$ cat config.mk
export PLATFORM = sky130hd
export DESIGN_NAME = pc_fetch_ctrl
export DESIGN_NICKNAME = d
export VERILOG_FILES = /design/src/rtl/mips_pkg.sv /design/src/rtl/pc_register.sv /design/src/rtl/pc_fetch_ctrl.sv
export SDC_FILE = /design/constraint.sdc
export NUM_CORES = 1
export LEC_CHECK = 0
export BUFFER_PORTS_ARGS = -buffer_cell sky130_fd_sc_hd__buf_4
export CORE_ASPECT_RATIO = 1.1
export CORE_MARGIN = 1.5
export CORE_UTILIZATION = 38
export DETAILED_ROUTE_END_ITERATION = 6
export PLACE_DENSITY = 0.6
export SETUP_SLACK_MARGIN = 0.02
export SYNTH_ARGS = -nofsm -noshare
export SYNTH_HDL_FRONTEND = slang
export SYNTH_SLANG_ARGS = --single-unit
export TNS_END_PERCENT = 30
$ cat constraint.sdc
create_clock -name Clk -period 4.7 [get_ports Clk]
set_input_delay 0.94 -clock Clk [delete_from_list [all_inputs] [get_ports Clk]]
set_output_delay 0.94 -clock Clk [all_outputs]
set_load 0.01 [all_outputs]
$ cat src/rtl/mips_pkg.sv
// Shared types and constants for the MIPS program-counter stage.
// Latency: n/a (declarations only).
// Backpressure: n/a.
package mips_pkg;

    // Fetch-stage lifecycle: wait after reset, fetch, then park until reset.
    typedef enum logic [1:0] {
        PC_BOOT = 2'd0,
        PC_RUN  = 2'd1,
        PC_HALT = 2'd2
    } pc_state_t;

    // Byte distance between consecutive instruction words.
    localparam int PC_STEP = 4;

    // Default boot address; word aligned.
    localparam logic [31:0] DEFAULT_RESET_VECTOR = 32'h0000_0000;

endpackage

$ cat src/rtl/pc_register.sv
// Enable-gated PC storage register with asynchronous reset to the boot address.
// Latency: D captured on the rising Clk edge when En is high; Q is registered.
// Backpressure: En low holds the stored value (used for stall and halt).
module pc_register #(
    parameter int               WIDTH        = 32,
    parameter logic [WIDTH-1:0] RESET_VECTOR = '0
) (
    input  logic             Clk,
    input  logic             R,
    input  logic             En,
    input  logic [WIDTH-1:0] D,
    output logic [WIDTH-1:0] Q
);

    // Reset forces the boot address immediately; otherwise load when enabled.
    always_ff @(posedge Clk or posedge R) begin
        if (R) begin
            Q <= RESET_VECTOR;
        end else if (En) begin
            Q <= D;
        end
    end

endmodule

$ cat src/rtl/pc_fetch_ctrl.sv
// Program counter and next-PC selection feeding instruction memory, gated by a boot/run/halt FSM.
// Latency: redirects appear on PC one edge after the inputs are sampled; PCPlus4 follows PC combinationally.
// Backpressure: Stall holds PC and overrides Halt and all redirects; BOOT and HALT ignore control inputs.
module pc_fetch_ctrl
    import mips_pkg::*;
#(
    parameter int               WIDTH        = 32,
    parameter logic [WIDTH-1:0] RESET_VECTOR = DEFAULT_RESET_VECTOR,
    parameter int               BOOT_WAIT    = 2
) (
    input  logic             Clk,
    input  logic             R,
    input  logic             Stall,
    input  logic             Branch,
    input  logic             BranchNe,
    input  logic             Zero,
    input  logic             Jump,
    input  logic             JumpReg,
    input  logic             Halt,
    input  logic [WIDTH-1:0] Imm,
    input  logic [25:0]      JIndex,
    input  logic [WIDTH-1:0] RegTarget,
    output logic [WIDTH-1:0] PC,
    output logic [WIDTH-1:0] PCPlus4,
    output logic             FetchValid,
    output logic             Halted,
    output logic             Misaligned
);

    // At least one bit even for BOOT_WAIT=1 so the counter always exists.
    localparam int CNT_W = ($clog2(BOOT_WAIT + 1) < 1) ? 1 : $clog2(BOOT_WAIT + 1);
    localparam logic [CNT_W-1:0] BOOT_LAST = CNT_W'(BOOT_WAIT - 1);

    pc_state_t        state;
    logic [CNT_W-1:0] boot_cnt;

    logic [WIDTH-1:0] pc_next;
    logic [WIDTH-1:0] branch_target;
    logic [WIDTH-1:0] jump_target;
    logic             branch_taken;
    logic             jr_misaligned;
    logic             pc_en;

    // Link value and base for every relative redirect; wraps modulo 2^WIDTH.
    assign PCPlus4 = PC + WIDTH'(PC_STEP);

    // beq takes on Zero, bne takes on ~Zero.
    assign branch_taken  = Branch & (Zero ^ BranchNe);
    assign branch_target = PCPlus4 + (Imm << 2);
    assign jump_target   = {PCPlus4[WIDTH-1:28], JIndex, 2'b00};
    assign jr_misaligned = JumpReg & (RegTarget[1:0] != 2'b00);

    // PC only advances while fetching and not stalled; BOOT and HALT freeze it.
    assign pc_en = (state == PC_RUN) & ~Stall;

    // Next-PC priority: halt, jump-register, jump, taken branch, sequential.
    always_comb begin
        pc_next = PCPlus4;
        if (Halt) begin
            pc_next = PC;
        end else if (JumpReg) begin
            pc_next = jr_misaligned ? PC : RegTarget;
        end else if (Jump) begin
            pc_next = jump_target;
        end else if (branch_taken) begin
            pc_next = branch_target;
        end
    end

    pc_register #(
        .WIDTH        (WIDTH),
        .RESET_VECTOR (RESET_VECTOR)
    ) u_pc_reg (
        .Clk (Clk),
        .R   (R),
        .En  (pc_en),
        .D   (pc_next),
        .Q   (PC)
    );

    // Lifecycle FSM with registered status flags; a bad jr target traps into HALT.
    always_ff @(posedge Clk or posedge R) begin
        if (R) begin
            state      <= PC_BOOT;
            boot_cnt   <= '0;
            FetchValid <= 1'b0;
            Halted     <= 1'b0;
            Misaligned <= 1'b0;
        end else begin
            case (state)
                PC_BOOT: begin
                    if (boot_cnt == BOOT_LAST) begin
                        state      <= PC_RUN;
                        FetchValid <= 1'b1;
                    end else begin
                        boot_cnt <= boot_cnt + 1'b1;
                    end
                end
                PC_RUN: begin
                    if (!Stall) begin
                        if (Halt) begin
                            state      <= PC_HALT;
                            FetchValid <= 1'b0;
                            Halted     <= 1'b1;
                        end else if (jr_misaligned) begin
                            state      <= PC_HALT;
                            FetchValid <= 1'b0;
                            Halted     <= 1'b1;
                            Misaligned <= 1'b1;
                        end
                    end
                end
                PC_HALT: begin
                    state <= PC_HALT;
                end
                default: begin
                    state      <= PC_HALT;
                    FetchValid <= 1'b0;
                    Halted     <= 1'b1;
                end
            endcase
        end
    end

endmodule

## Yosys cells after proc, flatten, opt, wreduce, memory -nomap -nowiden

Cells that the tools add are included.

- Register bits after elaboration: 39
- Bits in latches: 0
- RAM bits: 0
- ROM bits: 0
- Bits of input ports: 99
- Logic and storage cells: 52
- Memories: 0

- $add $sub $neg: 3
- $mul: 0
- Divide/modulo/power cells: 0
- Magnitude comparators: 0
- Equal/unequal tests: 7
- Shift-type cells: 0
- Mux-type cells: 18
- Bitwise operators: 9
- Reduce and logical (&&, ||, !) cells: 9

Operators by type and width:

| operator | number |
|---|---|
| 2-to-1 mux 32 bit | 4 |
| adder 32 x 3 -> 32 bit (second input constant) | 1 |
| adder 32 bit | 1 |
| AND reduction 3 bit | 3 |
| 2-to-1 mux 2 bit | 4 |
| AND reduction 4 bit | 2 |
| 2-to-1 mux 1 bit | 7 |
| inequality test 2 bit (second input constant) | 3 |
| NOT 1 bit | 5 |
| == test 2 x 1 -> 1 bit (second input constant) | 2 |
| one-hot mux 2 bit (2 select lines) | 1 |
| bitwise AND 1 bit | 3 |
| inequality test 3 bit (second input constant) | 1 |
| one-hot mux 1 bit (3 select lines) | 1 |
| adder 2 x 1 -> 2 bit (second input constant) | 1 |
| == test 2 bit (second input constant) | 1 |
| zero test 2 bit | 1 |
| one-hot mux 1 bit (2 select lines) | 1 |
| AND reduction 2 bit | 1 |
| nonzero test 2 bit | 1 |
| OR reduction 2 bit | 1 |
| bitwise XOR 1 bit | 1 |

## Longest topological paths before layout

- Word-level depth: 6
- Depth in mapped cells: 16
- Depth with buffers taken out: 15

## Cells and area by module

From an unflattened synthesis, not the netlist that was laid out.

- Cells, all modules: 607
- Area, all modules: 4968.5 um^2

By module, submodules not included:

| module | times used | cells an instance | area an instance (um^2) | seq. area each (um^2) |
|---|---|---|---|---|
| pc_fetch_ctrl | 1 | 538 | 3619.7 | 175.2 |
| pc_register | 1 | 69 | 1348.8 | 800.8 |

## Worst setup path before layout

No wires, ideal clock.

- Path type: flip-flop to flip-flop
- Start point: register u_pc_reg.Q[2]
- End point: register u_pc_reg.Q[31]
- Library setup time: 82 ps
- Data arrival time: 3711 ps
- Required time: 4618 ps
- Slack: 907 ps
- Cell stages (with the launch flop): 17
- Path buffers: 1
- Period minus slack after synthesis: 3793 ps
- Cells stage by stage: dfrtp_1 ha_1 nand4_1 or3_1 nor2_1 xor2_1 ha_1 clkbuf_1 a21o_1 a221oi_1 a21boi_0 o21ai_1 a211oi_1 o21ai_0 o211ai_1 a21oi_1 a31oi_1

- Longest elaborated chain between the ends: 5

RTL lines:

| item | line | RTL |
|---|---|---|
| start: declaration | pc_register.sv:12 | `output logic [WIDTH-1:0] Q` |
| start signal: assignment | pc_register.sv:18 | `Q <= RESET_VECTOR;` |
| start signal: assignment | pc_register.sv:20 | `Q <= D;` |
| adder 32 x 3 -> 32 bit | pc_fetch_ctrl.sv:45 | `assign PCPlus4 = PC + WIDTH'(PC_STEP);` |
| named net PCPlus4[22] | pc_fetch_ctrl.sv:24 | `output logic [WIDTH-1:0] PCPlus4,` |
| adder 32 bit | pc_fetch_ctrl.sv:49 | `assign branch_target = PCPlus4 + (Imm << 2);` |
| 2-to-1 mux 32 bit | pc_fetch_ctrl.sv:65 | `end else if (branch_taken) begin` |
| 2-to-1 mux 32 bit | pc_fetch_ctrl.sv:63 | `end else if (Jump) begin` |
| 2-to-1 mux 32 bit | pc_fetch_ctrl.sv:61 | `end else if (JumpReg) begin` |

The timed path passes the listed nets, and every way through them passes these cells.
A chain may end at the register's enable or synchronous reset.

## Final worst setup path

- Start point: register u_pc_reg.Q[2]
- End point: register u_pc_reg.Q[31]

- Longest elaborated chain between the ends: 5

RTL lines:

| item | line |
|---|---|
| adder 32 x 3 -> 32 bit (*) | pc_fetch_ctrl.sv:45 |
| adder 32 bit | pc_fetch_ctrl.sv:49 |
| 2-to-1 mux 32 bit | pc_fetch_ctrl.sv:65 |
| 2-to-1 mux 32 bit (*) | pc_fetch_ctrl.sv:63 |
| 2-to-1 mux 32 bit (*) | pc_fetch_ctrl.sv:61 |

Mark *: on every way between the ends. The rest lies on a longest branch, timed or not.

==> flow_metrics.tcl <==
set metrics [dict create \
    fin_util_pct 52.38 \
    worstPathArrival_ns 4.57 \
    regArea_um2 975.9 \
    clockBufferDepth 2 \
    min_to "Halted$_DFFE_PP0P_" \
    instances_no_fill 894 \
    reg2reg_to "u_pc_reg.Q[31]$_DFFE_PP0P_" \
    synth-edff-count 0 \
    gp_congestion 0.9001 \
    setup_tns_ns 0 \
    clock_sinks 39 \
    grt_overflow_total 0 \
    syn_inst 590 \
    power_leakage_nw 2.940 \
    use_met1_pct 31.54 \
    cts_tree "built" \
    final_antenna_net_count 0 \
    critical_path.max_fanout 7 \
    numCtsBuffers 5 \
    drt-pass1-iter-count 5 \
    drive_above_1_share_pct 25.94 \
    hpwl_um 12360 \
    top_usage_layer "met2" \
    grtUsageMet2_pct 47.71 \
    syn_nets 727 \
    io_buffers 163 \
    cts_hold_buf 0 \
    die_h_um 116.3 \
    yosys.area.top_type "dfrtp_1" \
    grt_pass1_vias 4960 \
    die_w_um 106.0 \
    syn_area_per_cell_um2 7.518 \
    period_minus_slack_ns 4.354 \
    slew-limit-headroom_pct 55.45 \
    detail_route.wl_per_cell_um 18.04 \
    avgViaCountPerCell 5.576 \
    antenna_found_initial 0 \
    die_area_um2 12330 \
    async_reset_ff_share_pct 100.0 \
    antenna_cells 0 \
    max_freq_ghz 0.2297 \
    grt_pass1_wl_um 25070 \
    hold_violations 0 \
    rrSetupSlack_ns 0.35 \
    tightest_slew_ns 0.6667 \
    fp-row-count 41 \
    drc_errors 0 \
    seq_area_frac_synth_pct 22.00 \
    cp.required_ns 4.91 \
    grt_usage_pct 25.95 \
    place_inst 886 \
    synth_top_area_share_pct 22.00 \
    core_area_um2 11440 \
    io_pins 166 \
    rsz0062_at_grt "no" \
    fin_skew_ns 0.008568 \
    finalSetupViolations 0 \
    ir_drop_v 0.0001548 \
    root_buffer "clkbuf_16" \
    netlist_top_cells_area "dfrtp_1, ha_1, a21oi_1" \
    dr.first_iter.drc_count 337 \
    grt_max_degree 60 \
    cts_max_level 2 \
    syn-cell-area_um2 4436 \
    start_kind "flip-flop" \
    clk_pin_slew_ns 0.06 \
    nNetsFinal 880 \
    whs_path_depth 1 \
    drv_slew 0 \
    yosysWarnings 0 \
    worstHoldStart "Halted$_DFFE_PP0P_" \
    drt-total-wl_um 16130 \
    synth_flop_cell "dfrtp_1" \
    cts_setup_buffers 0 \
    max_cap_violations 0 \
    synth_cell_types 63 \
    multiInputGateArea_um2 3286 \
    use_met3_pct 4.520 \
    powerDensity_nw_per_um2 158.7 \
    synth_seq_cells 39 \
    vias 4985 \
    critPathKind "reg2reg" \
    clock_latency_ns 0.29 \
    fillers 1149 \
    timing.rr.start "u_pc_reg.Q[2]$_DFFE_PP0P_" \
    min_path_type "reg2reg" \
    min_period_over_period_pct 92.64 \
    finalPower_mw 0.9507 \
    worst-r2r-cell-count 15 \
    initial_core_util_pct 38.77 \
    outcome "finished, final reports clean" \
    syn2layout_area_growth_pct 35.09 \
    cp-end-kind "flip-flop" \
]
worst max path at each step:
stage	cells after the start	endpoint	slack, ns	start
2_1_floorplan	16	u_pc_reg.Q[31]$_DFFE_PP0P_	0.91	u_pc_reg.Q[2]$_DFFE_PP0P_
5_1_grt	15	u_pc_reg.Q[31]$_DFFE_PP0P_	0.03	u_pc_reg.Q[2]$_DFFE_PP0P_
6_report	15	u_pc_reg.Q[31]$_DFFE_PP0P_	0.35	u_pc_reg.Q[2]$_DFFE_PP0P_
3_3_place_gp	15	u_pc_reg.Q[31]$_DFFE_PP0P_	0.51	u_pc_reg.Q[8]$_DFFE_PP0P_
4_1_cts	15	u_pc_reg.Q[31]$_DFFE_PP0P_	0.39	u_pc_reg.Q[2]$_DFFE_PP0P_
3_5_place_dp	15	u_pc_reg.Q[31]$_DFFE_PP0P_	0.44	u_pc_reg.Q[2]$_DFFE_PP0P_
per-layer routing:
layer,up-vias,routed length [um]
li1,2467,-
met2,178,8031
met4,0,322
met5,-,0
met1,2313,6850
met3,27,928
sequential cells by signal, indices dropped and copies added (netlist names):
signal,count
FetchValid,1
boot_cnt,2
Halted,1
Misaligned,1
state,2
u_pc_reg.Q,32
layout make-up:
class	instances	share of cell area (%)
well taps	150	3.132
flip-flops and latches	39	16.29
repair buffers	174	21.80
inverters	17	1.065
clock buffers	5	2.088
clock inverters	3	0.7935
multi-input cells	506	54.83
what timing repair did:
item                                    CTS  global route
resized for setup                         0             1
endpoints found under the setup margin    0             1
endpoints found under the hold margin     0             0
cells by family after synthesis:
kind of cell               Yosys count  share of synthesized area [%]
and+or+nand+nor                    217                          24.06
AOI/OAI and AO/OA                  196                          27.96
xor gates and xnor gates            50                          9.873
buffers and inverters               45                          4.062
DFF                                 39                          22.00
adders and majority gates           38                          10.89
muxes                                5                          1.157
Yosys cell counts (all sizes together), types with 3 or more instances:
library cell  number
and2               3
nor2b              4
a211oi            14
a311oi             3
buf                8
nand4              9
o21ai             50
a21o              11
or2                3
xor2              25
nand3             27
dfrtp             39
and4               5
and3              13
o21a               6
xnor2             25
nand2b             5
o31ai              5
mux2i              4
a21oi             58
a31oi              7
nor4               3
or3                7
o21bai            11
o211ai            12
inv               15
ha                37
nor3              11
nand2             56
clkbuf            20
a221oi             4
nor2              65
power by group:
group / switching (mW) / internal, mW
logic: 0.108 / 0.0954
clock network: 0.158 / 0.254
registers: 0 / 0.335
placed cells by master, fill, tap and decap left out, types with 5 or more instances in the layout:
cell       count
nand2_1       56
dfrtp_1       39
o21a_1         6
clkbuf_16      5
ha_1          37
o21bai_1      11
and3_1        12
xor2_1        25
or3_1          7
xnor2_1       25
nor3_1        11
nand4_1        8
a21oi_1       58
buf_4        174
a31oi_1        7
and4_1         5
a21o_1        11
nand3_1       27
o21ai_0       38
nor2_1        64
nand2b_1       5
o21ai_1       12
o211ai_1      12
a211oi_1      14
inv_1         15
stage by stage:
stage / setup slack (ns) / hold slack, ns / instance area (um^2)
after floorplan: 0.9073 / 0.4480 / 4436
final: 0.3460 / 0.4895 / 5992
after global routing: 0.03480 / 0.5145 / 5992
after CTS: 0.3927 / 0.4934 / 5986
after detailed placement: 0.4364 / 0.4663 / 5813
after global placement: 0.5074 / 0.4595 / 5813
critical path: stages, from the launching register on:
cell	delay [ns]
dfrtp_1	0.44
ha_1	0.24
nand4_1	0.34
nor2_1	0.31
nand2_1	0.10
xnor2_1	0.29
ha_1	0.39
a211oi_1	0.32
o21bai_1	0.16
a2111oi_2	0.49
nor2_1	0.23
a211oi_1	0.34
o21ai_0	0.16
o211ai_1	0.17
a21oi_1	0.11
a31oi_1	0.17
Power figures use the tool's default switching activity.
